--- src/rtl/matmul_pkg.sv ---
// Shared types and helpers for the matrix-multiply engine.
package matmul_pkg;

  typedef enum logic [2:0] {
    IDLE    = 3'd0,
    LOAD_A  = 3'd1,
    LOAD_B  = 3'd2,
    COMPUTE = 3'd3,
    DRAIN   = 3'd4
  } state_e;

  // Ceiling log2, usable in constant expressions for widths.
  function automatic int clog2(input int value);
    int v;
    int r;
    v = value - 1;
    r = 0;
    while (v > 0) begin
      r = r + 1;
      v = v >> 1;
    end
    return r;
  endfunction

endpackage

--- src/rtl/matmul_mac.sv ---
// Single multiply-accumulate step. This block is combinational.
// The running sum restarts from zero when clear_i is high.
module matmul_mac #(
  parameter int DATA_W = 8,
  parameter int ACC_W  = 18,
  parameter bit SIGNED = 1'b0
) (
  input  logic [DATA_W-1:0] a_i,
  input  logic [DATA_W-1:0] b_i,
  input  logic [ACC_W-1:0]  acc_i,
  input  logic              clear_i,
  output logic [ACC_W-1:0]  acc_next_o
);

  localparam int PROD_W = 2 * DATA_W;

  logic [ACC_W-1:0] prod_ext;

  if (SIGNED) begin : g_signed
    logic signed [PROD_W-1:0] a_s;
    logic signed [PROD_W-1:0] b_s;
    logic signed [PROD_W-1:0] prod_s;
    assign a_s      = {{DATA_W{a_i[DATA_W-1]}}, a_i};
    assign b_s      = {{DATA_W{b_i[DATA_W-1]}}, b_i};
    assign prod_s   = a_s * b_s;
    assign prod_ext = {{(ACC_W-PROD_W){prod_s[PROD_W-1]}}, prod_s};
  end else begin : g_unsigned
    logic [PROD_W-1:0] prod_u;
    assign prod_u   = {{DATA_W{1'b0}}, a_i} * {{DATA_W{1'b0}}, b_i};
    assign prod_ext = {{(ACC_W-PROD_W){1'b0}}, prod_u};
  end

  assign acc_next_o = (clear_i ? '0 : acc_i) + prod_ext;

endmodule

--- src/rtl/matmul_engine.sv ---
// N x N matrix multiplier. A and B stream in element by element.
// One MAC per cycle computes C = A x B.
// C then streams out byte-serially, least-significant byte of each result first.
module matmul_engine
  import matmul_pkg::*;
#(
  parameter int DATA_W = 8,
  parameter int N      = 3,
  parameter bit SIGNED = 1'b0
) (
  input  logic              clk,
  input  logic              rst_n,
  input  logic              start,
  input  logic              abort,
  input  logic [DATA_W-1:0] in_data,
  input  logic              in_valid,
  output logic              in_ready,
  output logic [7:0]        out_data,
  output logic              out_valid,
  input  logic              out_ready,
  output logic              busy,
  output logic              done
);

  localparam int ACC_W     = 2 * DATA_W + clog2(N);
  localparam int OUT_BYTES = (ACC_W + 7) / 8;
  localparam int OUT_W     = OUT_BYTES * 8;
  localparam int NN        = N * N;
  localparam int CNT_W     = clog2(N);
  localparam int IDX_W     = clog2(NN);
  localparam int BYTE_W    = (OUT_BYTES > 1) ? clog2(OUT_BYTES) : 1;

  localparam logic [CNT_W-1:0]  CNT_LAST  = CNT_W'(N - 1);
  localparam logic [IDX_W-1:0]  IDX_LAST  = IDX_W'(NN - 1);
  localparam logic [BYTE_W-1:0] BYTE_LAST = BYTE_W'(OUT_BYTES - 1);

  state_e            state_q, state_d;
  logic [IDX_W-1:0]  idx_q, idx_d;
  logic [CNT_W-1:0]  row_q, row_d, col_q, col_d, k_q, k_d;
  logic [BYTE_W-1:0] byte_q, byte_d;
  logic [ACC_W-1:0]  acc_q, acc_d;
  logic              done_q, done_d;

  logic [DATA_W-1:0] a_mem_q [NN];
  logic [DATA_W-1:0] b_mem_q [NN];
  logic [ACC_W-1:0]  c_mem_q [NN];

  logic              in_xfer, out_xfer;
  logic              last_idx, last_k, last_col, last_row, last_byte;
  logic [IDX_W-1:0]  a_rd_idx, b_rd_idx, c_wr_idx;
  logic [ACC_W-1:0]  acc_next;
  logic [OUT_W-1:0]  drain_word;

  // Widen a result to whole bytes: sign-extend in signed mode, zero-pad otherwise.
  function automatic logic [OUT_W-1:0] ext_result(input logic [ACC_W-1:0] value);
    logic [OUT_W-1:0] one;
    logic [OUT_W-1:0] ext;
    one = OUT_W'(1);
    ext = OUT_W'(value);
    if (SIGNED && value[ACC_W-1]) ext = ext | ~((one << ACC_W) - one);
    return ext;
  endfunction

  assign in_xfer   = in_valid && in_ready;
  assign out_xfer  = out_valid && out_ready;
  assign last_idx  = (idx_q == IDX_LAST);
  assign last_k    = (k_q == CNT_LAST);
  assign last_col  = (col_q == CNT_LAST);
  assign last_row  = (row_q == CNT_LAST);
  assign last_byte = (byte_q == BYTE_LAST);
  assign a_rd_idx  = IDX_W'(int'(row_q) * N + int'(k_q));
  assign b_rd_idx  = IDX_W'(int'(k_q) * N + int'(col_q));
  assign c_wr_idx  = IDX_W'(int'(row_q) * N + int'(col_q));

  matmul_mac #(
    .DATA_W (DATA_W),
    .ACC_W  (ACC_W),
    .SIGNED (SIGNED)
  ) u_mac (
    .a_i        (a_mem_q[a_rd_idx]),
    .b_i        (b_mem_q[b_rd_idx]),
    .acc_i      (acc_q),
    .clear_i    (k_q == '0),
    .acc_next_o (acc_next)
  );

  // State register.
  always_ff @(posedge clk or negedge rst_n) begin
    if (!rst_n) state_q <= IDLE;
    else        state_q <= state_d;
  end

  // Next-state logic. Abort overrides everything, including start in IDLE.
  always_comb begin
    state_d = state_q;
    if (abort) begin
      state_d = IDLE;
    end else begin
      unique case (state_q)
        IDLE:    if (start) state_d = LOAD_A;
        LOAD_A:  if (in_xfer && last_idx) state_d = LOAD_B;
        LOAD_B:  if (in_xfer && last_idx) state_d = COMPUTE;
        COMPUTE: if (last_k && last_col && last_row) state_d = DRAIN;
        DRAIN:   if (out_xfer && last_byte && last_idx) state_d = IDLE;
        default: state_d = IDLE;
      endcase
    end
  end

  // Handshake and status outputs are decoded from the state.
  // out_data is decoded from the counters, which stay frozen while the consumer stalls.
  always_comb begin
    in_ready   = (state_q == LOAD_A) || (state_q == LOAD_B);
    out_valid  = (state_q == DRAIN);
    busy       = (state_q != IDLE);
    done       = done_q;
    drain_word = ext_result(c_mem_q[idx_q]) >> {byte_q, 3'b000};
    out_data   = (state_q == DRAIN) ? drain_word[7:0] : 8'h00;
  end

  // Counter and accumulator updates. idx is shared between the load phases and the drain phase.
  always_comb begin
    idx_d  = idx_q;
    row_d  = row_q;
    col_d  = col_q;
    k_d    = k_q;
    byte_d = byte_q;
    acc_d  = acc_q;
    done_d = 1'b0;
    if (abort) begin
      idx_d  = '0;
      row_d  = '0;
      col_d  = '0;
      k_d    = '0;
      byte_d = '0;
      acc_d  = '0;
    end else begin
      unique case (state_q)
        LOAD_A, LOAD_B: begin
          if (in_xfer) idx_d = last_idx ? '0 : idx_q + 1'b1;
        end
        COMPUTE: begin
          acc_d = acc_next;
          k_d   = last_k ? '0 : k_q + 1'b1;
          if (last_k) begin
            col_d = last_col ? '0 : col_q + 1'b1;
            if (last_col) row_d = last_row ? '0 : row_q + 1'b1;
          end
        end
        DRAIN: begin
          if (out_xfer) begin
            byte_d = last_byte ? '0 : byte_q + 1'b1;
            if (last_byte) begin
              idx_d  = last_idx ? '0 : idx_q + 1'b1;
              done_d = last_idx;
            end
          end
        end
        default: ;
      endcase
    end
  end

  // Control and accumulator registers.
  always_ff @(posedge clk or negedge rst_n) begin
    if (!rst_n) begin
      idx_q  <= '0;
      row_q  <= '0;
      col_q  <= '0;
      k_q    <= '0;
      byte_q <= '0;
      acc_q  <= '0;
      done_q <= 1'b0;
    end else begin
      idx_q  <= idx_d;
      row_q  <= row_d;
      col_q  <= col_d;
      k_q    <= k_d;
      byte_q <= byte_d;
      acc_q  <= acc_d;
      done_q <= done_d;
    end
  end

  // Operand and result storage. Reset does not touch these arrays.
  // C[row][col] is written on the final k step of its dot product.
  always_ff @(posedge clk) begin
    if (in_xfer && !abort && state_q == LOAD_A) a_mem_q[idx_q] <= in_data;
    if (in_xfer && !abort && state_q == LOAD_B) b_mem_q[idx_q] <= in_data;
    if (!abort && state_q == COMPUTE && last_k) c_mem_q[c_wr_idx] <= acc_next;
  end

endmodule
--- config.mk ---
export PLATFORM = sky130hd
export DESIGN_NAME = matmul_engine
export DESIGN_NICKNAME = d
export VERILOG_FILES = /design/src/rtl/matmul_pkg.sv /design/src/rtl/matmul_mac.sv /design/src/rtl/matmul_engine.sv
export SDC_FILE = /design/constraint.sdc
export NUM_CORES = 1
export LEC_CHECK = 0
export CORE_ASPECT_RATIO = 1.25
export CORE_MARGIN = 1
export CORE_UTILIZATION = 60
export DETAILED_ROUTE_END_ITERATION = 8
export GPL_ROUTABILITY_DRIVEN = 0
export HOLD_SLACK_MARGIN = 0.08
export PLACE_DENSITY = 0.77
export SETUP_SLACK_MARGIN = 0.02
export SLEW_MARGIN = 10
export SYNTH_ARGS = -nofsm -noshare
export SYNTH_HDL_FRONTEND = slang
export SYNTH_HIERARCHICAL = 1
export SYNTH_SLANG_ARGS = --single-unit
--- constraint.sdc ---
create_clock -name clk -period 7.9 [get_ports clk]
set_input_delay 2.37 -clock clk [delete_from_list [all_inputs] [get_ports clk]]
set_output_delay 2.37 -clock clk [all_outputs]
set_load 0.01 [all_outputs]
==> flow_summary.toml, run 1 <==
[synthesis]
yosys.area.top_type = "edfxtp_1"
syn_nets = 1260
ys_seq_area_share_pct = 60.2
synth_area_um2 = 16700
syn-instance-count = 1133
yosysWarningCount = 6
yosys-top-cells-area = "edfxtp_1 (55%), mux4_2 (8.9%), fa_1 (6.5%)"
synth.top_cell.area_share_pct = 55.1
syn_avg_cell_area_um2 = 14.7
synthTopCellsByCount = "edfxtp_1 (306), inv_1 (101), nand2_1 (101)"
synth-edff-count = 306
synth-seq-cells = 340
netlist-cell-type-count = 62
synthFlopType = "edfxtp_1"
synth_most_common_cell = "edfxtp_1"
synthArstFlopShare_pct = 10.0

[clock_network]
clk_pin_slew_worst_paths_ns = 0.07
clock_path_buffers = 3
ctsHtreeMaxLevel = 2
clk_latency_ns = 0.52
cts-root-buf = "clkbuf_16"
cts_tree = "done"
cts_buffers = 34
clock_sinks = 340

[setup_path]
crit_type = "flop to flop"
critPathSlowestCell = "xor2_2"
path_cells = "inv_1, ha_1, inv_1, fa_2, xor2_2, mux2i_1, a21oi_1, nand2_1, fa_1, inv_1, fa_1, fa_1, inv_1, fa_1, inv_1, ha_1, a21o_1, a221oi_4, o21ai_2, and3b_1, nor3_2, nand2_1, a21oi_1"
cp.arrival_ns = 7.73
cp_top_family = "adder cells"
cp.buffers_inverters = 5
crit_required_ns = 8.34
end_kind = "flop"
crit_path_frequent_cell = "inv_1"
cp_max_fo = 10
cp_slowest_stage_delay_ns = 0.67
cp-start-kind = "flop"

[routing]
drc = 0
wl_per_cell_um = 22.3
ant_nets = 0
routed_wl_um = 34600
dr_total_vias = 9395
vias_per_cell = 6.05
firstDrtPassIters = 5
drt_iter0_drc = 707

[timing]
fmax_mhz = 137
fin_crit_sh_pct = 92.3
worst_pin_slew_ns = 1.25
period_needed_ns = 7.29
hold_viol_final = 0
max_slew_margin_pct = 16.7
setup_tns_ns = 0
drv_slew = 0
finalClockSkew_ns = 0.0131
rsz0062_at_grt = "false"
setup_violations = 0

[status]
status = "finished clean"

[power]
swShare_pct = 22.7
clock_power_share_pct = 40.5
p_int_w = 0.00305
p_seq_share_pct = 51.0
switching_power_w = 0.000899
p_leak_nw = 6.74
peakVddDrop_mv = 0.225
p_per_area_nw_per_um2 = 214
pwr-share-comb_pct = 8.5

[global_route]
grt_max_degree = 44
antenna_found_initial = 0
grt_use_total_pct = 25.9
overflow = 0
grt_pass1_wl_um = 54300
grt_pass1_vias = 9812

[floorplan]
dieArea_um2 = 28500
die_y_um = 188
die_x_um = 151
initial_utilization_pct = 61.6
core_um2 = 27100
rows = 67
ioPinCount = 26

[placed_design]
placed_area_um2 = 17400
dp_hpwl_um = 22900
io_buffers = 25

[job]
max-cap-violations = 0

[final_layout]
multiInputGateArea_um2 = 6040
layout.nets = 1308
design_area_um2 = 18500
layout-drive-gt1-share_pct = 14.6
diodes = 0
fill_cells = 1824
fin_util_pct = 68.4
regArea_um2 = 10000
syn2layout_area_growth_pct = 11.1

[hold_path]
hold_path_class = "flop to flop"
==> path summary, 6_finish.rpt <==
path / from / endpoint / slack, ns / depth (start not counted)
worst min register to register: acc_q[12] / acc_q[12] / 0.52 / 2
worst max register to register: row_q[0] / acc_q[17] / 0.61 / 23
worst max-delay path: row_q[0] / acc_q[17] / 0.61 / 23
max in group asynchronous: rst_n / idx_q[0] / 5.27 / 2
worst min-delay path: acc_q[12] / acc_q[12] / 0.52 / 2
min in group asynchronous: rst_n / done / 2.27 / 2
==> power by group through the flow <==
stage	Sequential, W	Combinational, W	Clock, W
finish	0.00202	0.000335	0.00160
global route	0.00202	0.000367	0.00168
CTS	0.00202	0.000337	0.00162
detailed placement	0.00205	0.000332	0
global placement	0.00205	0.000326	0
floorplan	0.00204	0.000240	0
==> cell families (layout without fill, tap and decap cells) <==
kind of cell	Yosys count	after routing	share of synthesized area [%]
xor gates and xnor gates	13	13	0.728
buffers and inverters	150	224	3.78
muxes	97	97	10.8
AOI/OAI and AO/OA	129	129	4.77
adders and majority gates	113	113	10.9
and+or+nand+nor	291	291	8.80
DFF	340	340	60.2
==> per-layer routing <==
metal  share of wire (%)  up-vias  global-route usage [%]
met4                 3.1        0                    10.0
met2                  53      324                    44.4
met3                 5.7       74                    4.21
met5                   0        -                       0
li1                    -     4226                       -
met1                  38     4771                    32.7
==> worst reg2reg max path, delay by kind of cell (launching register included) <==
kind            cells  cell delay [ns]
xor+xnor            1             0.67
fa+ha+maj           7             3.12
buf+inv             5             0.38
flops               1             0.47
compound gates      5             1.48
simple gates        4             0.89
mux                 1             0.21
==> layout make-up <==
type,count,share of cell area [%]
repair buffers,61,2.81
inverters,101,2.05
well taps,345,2.33
multi-input cells,643,32.6
clock buffers,41,4.85
flip-flops and latches,340,54.2
clock inverters,21,1.10
==> flip-flops by register name (all words and copies together) (netlist names) <==
| signal | count |
|---|---|
| k_q | 2 |
| byte_q | 2 |
| state_q | 3 |
| b_mem_q | 72 |
| a_mem_q | 72 |
| done | 1 |
| c_mem_q | 162 |
| idx_q | 4 |
| acc_q | 18 |
| row_q | 2 |
| col_q | 2 |
==> cells in the final DEF, fill, tap and decap left out, types with 5 or more instances in the layout <==
| cell | instances |
|---|---|
| clkinv_1 | 7 |
| nor2_1 | 48 |
| clkdlybuf4s50_1 | 25 |
| nor2_2 | 6 |
| nand2_1 | 101 |
| nand3_1 | 11 |
| fa_1 | 53 |
| inv_1 | 101 |
| a21oi_1 | 59 |
| and3_1 | 5 |
| mux4_2 | 66 |
| nand2b_1 | 15 |
| nor3_1 | 8 |
| clkbuf_1 | 6 |
| a211oi_1 | 6 |
| clkinv_2 | 5 |
| clkbuf_16 | 35 |
| buf_4 | 36 |
| mux2i_1 | 31 |
| nor2b_1 | 21 |
| and2_1 | 44 |
| o22ai_1 | 6 |
| ha_1 | 59 |
| nand3b_1 | 6 |
| dfrtp_1 | 33 |
| edfxtp_1 | 306 |
| xnor2_1 | 10 |
| o21ai_0 | 22 |
==> through the flow <==
step                setup slack (ns)  power [W]  hold slack [ns]  instances
finish                         0.612    0.00395            0.518       1552
global route                   0.163    0.00406            0.538       1552
CTS                            0.325    0.00397            0.523       1552
detailed placement             0.496    0.00239            0.510       1490
global placement               0.602    0.00238            0.504       1490
floorplan                       1.36    0.00228            0.485       1133
==> repair_timing <==
| item | 4_1_cts | 5_1_grt |
|---|---|---|
| gates resized for setup | 0 | 2 |
| hold buffers | 0 | 0 |
| setup buffers | 0 | 0 |
| setup endpoints to repair | 0 | 8 |
| hold endpoints to repair | 0 | 0 |
(Power assumes the default switching activity.)
==> inputs of run 2 (changes only) <==
--- a/config.mk
+++ b/config.mk
@@ -5,6 +5,7 @@
 export SDC_FILE = /design/constraint.sdc
 export NUM_CORES = 1
 export LEC_CHECK = 0
+export CAP_MARGIN = 20
 export CORE_ASPECT_RATIO = 1.25
 export CORE_MARGIN = 1
 export CORE_UTILIZATION = 60
==> run 2 against run 1 <==
Largest cell class unchanged. Sequential power is essentially flat. Worst hold slack is essentially flat. Core utilization is essentially flat. Clock power is essentially flat. Non-clock buffer count grew 1. Total power is essentially flat. Register-to-register slack is essentially flat. Critical path depth is the same. Routed wire length shrank 0.19%. Design area is essentially flat. Critical endpoint unchanged.
==> flow_summary.toml, run 2 (synthesis results as in run 1) <==
[floorplan]
die_x_um = 151
core_um2 = 27100
dieArea_um2 = 28500
die_y_um = 188
initial_utilization_pct = 61.6
rows = 67
ioPinCount = 26

[setup_path]
cp.buffers_inverters = 5
path_cells = "inv_1, ha_1, inv_1, fa_2, xor2_2, mux2i_1, a21oi_1, nand2_1, fa_1, inv_1, fa_1, fa_1, inv_1, fa_1, inv_1, ha_1, a21o_1, a221oi_4, o21ai_2, and3b_1, nor3_2, nand2_1, a21oi_1"
cp.arrival_ns = 7.72
cp_max_fo = 10
crit_path_frequent_cell = "inv_1"
r2r_cells = 23
crit_cells = 23
cp_slowest_stage_delay_ns = 0.64
crit_type = "flop to flop"
critPathSlowestCell = "xor2_2"
cp_top_family = "adder cells"
end_kind = "flop"
crit_required_ns = 8.34
cp-start-kind = "flop"

[routing]
dr_total_vias = 9353
vias_per_cell = 6.02
wl_per_cell_um = 22.2
drc = 0
drt_iter0_drc = 706
firstDrtPassIters = 6
routed_wl_um = 34500
ant_nets = 0

[clock_network]
clock_sinks = 340
cts_tree = "done"
cts-root-buf = "clkbuf_16"
post_cts_buffers = 0
ctsHtreeMaxLevel = 2
cts_buffers = 34
clk_latency_ns = 0.52
clock_path_buffers = 3
clk_pin_slew_worst_paths_ns = 0.07

[placed_design]
io_buffers = 25
dp_hpwl_um = 22900
dp_cells = 1490

[timing]
hold_viol_final = 0
worst_pin_slew_ns = 1.01
rsz0062_at_grt = "false"
max_slew_margin_pct = 32.4
drv_slew = 0
fin_crit_sh_pct = 92.2
fmax_mhz = 137
finalClockSkew_ns = 0.0120
setup_violations = 0
period_needed_ns = 7.29
setup_tns_ns = 0

[final_layout]
layout_commonest_cell = "edfxtp_1"
reg_top3 = "c_mem_q (162), a_mem_q (72), b_mem_q (72)"
fin_util_pct = 68.4
layout-drive-gt1-share_pct = 14.7
final_cell_mix = "edfxtp_1 (306), inv_1 (101), nand2_1 (101), mux4_2 (66)"
diodes = 0
syn2layout_area_growth_pct = 11.1
largest_register_ffs = 162
top_register = "c_mem_q"
stdcell_count = 1553
layout.nets = 1309

[power]
p_per_area_nw_per_um2 = 213
switching_power_w = 0.000896
swShare_pct = 22.7
peakVddDrop_mv = 0.225
p_leak_nw = 6.75
p_seq_share_pct = 51.0
p_int_w = 0.00305
clock_power_share_pct = 40.5
pwr-share-comb_pct = 8.5

[global_route]
overflow = 0
antenna_found_initial = 0
grt_use_total_pct = 25.9
grt_pass1_wl_um = 54300
grt_max_degree = 44
grt_pass1_vias = 9812

[hold_path]
worstHoldPathCells = 2
hold_path_class = "flop to flop"

[job]
max-cap-violations = 0

[status]
status = "finished clean"
==> run 2: cell types whose count changed in the layout (fill, tap and decap cells not counted), sizes merged <==
cell	before	now
buf	36	37
==> run 2: worst paths after layout <==
check                      slack [ns]   endpoint  startpoint
setup / recovery                 0.61  acc_q[17]    row_q[0]
setup reg to reg                 0.61  acc_q[17]    row_q[0]
hold reg to reg                  0.52  acc_q[12]   acc_q[12]
hold / removal                   0.52  acc_q[12]   acc_q[12]
max in group asynchronous        5.27   idx_q[0]       rst_n
min in group asynchronous        2.27       done       rst_n
==> run 2: power groups by stage <==
stage | Clock, W | Sequential (W) | Combinational [W]
finish | 0.00160 | 0.00202 | 0.000335
global route | 0.00168 | 0.00202 | 0.000367
CTS | 0.00162 | 0.00202 | 0.000337
detailed placement | 0 | 0.00205 | 0.000332
global placement | 0 | 0.00205 | 0.000326
floorplan | 0 | 0.00204 | 0.000240
==> run 2: area by class of cell <==
cell class	instances	area, um2
inverters	101	379
multi-input cells	643	6040
repair buffers	62	532
fillers	1824	8560
clock inverters	21	204
well taps	345	432
clock buffers	41	898
flip-flops and latches	340	10000
==> run 2: tightest hold or removal path: cells and delay by family (launching register included) <==
kind / cells / cell delay [ns]
compound gates: 1 / 0.05
flops: 1 / 0.37
simple gates: 1 / 0.06
==> run 2: routing by layer <==
| metal | GRT usage (%) | routed length (um) | vias to the layer above |
|---|---|---|---|
| li1 | - | - | 4229 |
| met1 | 32.7 | 13300 | 4730 |
| met2 | 44.4 | 18200 | 321 |
| met3 | 4.21 | 1940 | 73 |
| met4 | 10.0 | 1040 | 0 |
| met5 | 0 | 0 | - |
==> run 2: stage by stage <==
stage / setup WS (ns) / power (W) / hold WS (ns) / instance area [um2]
6_report: 0.613 / 0.00395 / 0.517 / 18500
5_1_grt: 0.163 / 0.00406 / 0.538 / 18500
4_1_cts: 0.325 / 0.00397 / 0.523 / 18500
3_5_place_dp: 0.496 / 0.00239 / 0.510 / 17400
3_3_place_gp: 0.602 / 0.00238 / 0.504 / 17400
2_1_floorplan: 1.36 / 0.00228 / 0.485 / 16700
==> run 2: repair_timing <==
| action | CTS | global route |
|---|---|---|
| endpoints found under the setup margin | 0 | 8 |
| hold buffers | 0 | 0 |
| resized for setup | 0 | 2 |
==> inputs of run 3 (changes only) <==
--- a/config.mk
+++ b/config.mk
@@ -7,7 +7,6 @@
 export LEC_CHECK = 0
 export CAP_MARGIN = 20
 export CORE_ASPECT_RATIO = 1.25
-export CORE_MARGIN = 1
 export CORE_UTILIZATION = 60
 export DETAILED_ROUTE_END_ITERATION = 8
 export GPL_ROUTABILITY_DRIVEN = 0
==> results of run 3 <==
Final layout, timing and power as in run 2 (identical DEF).
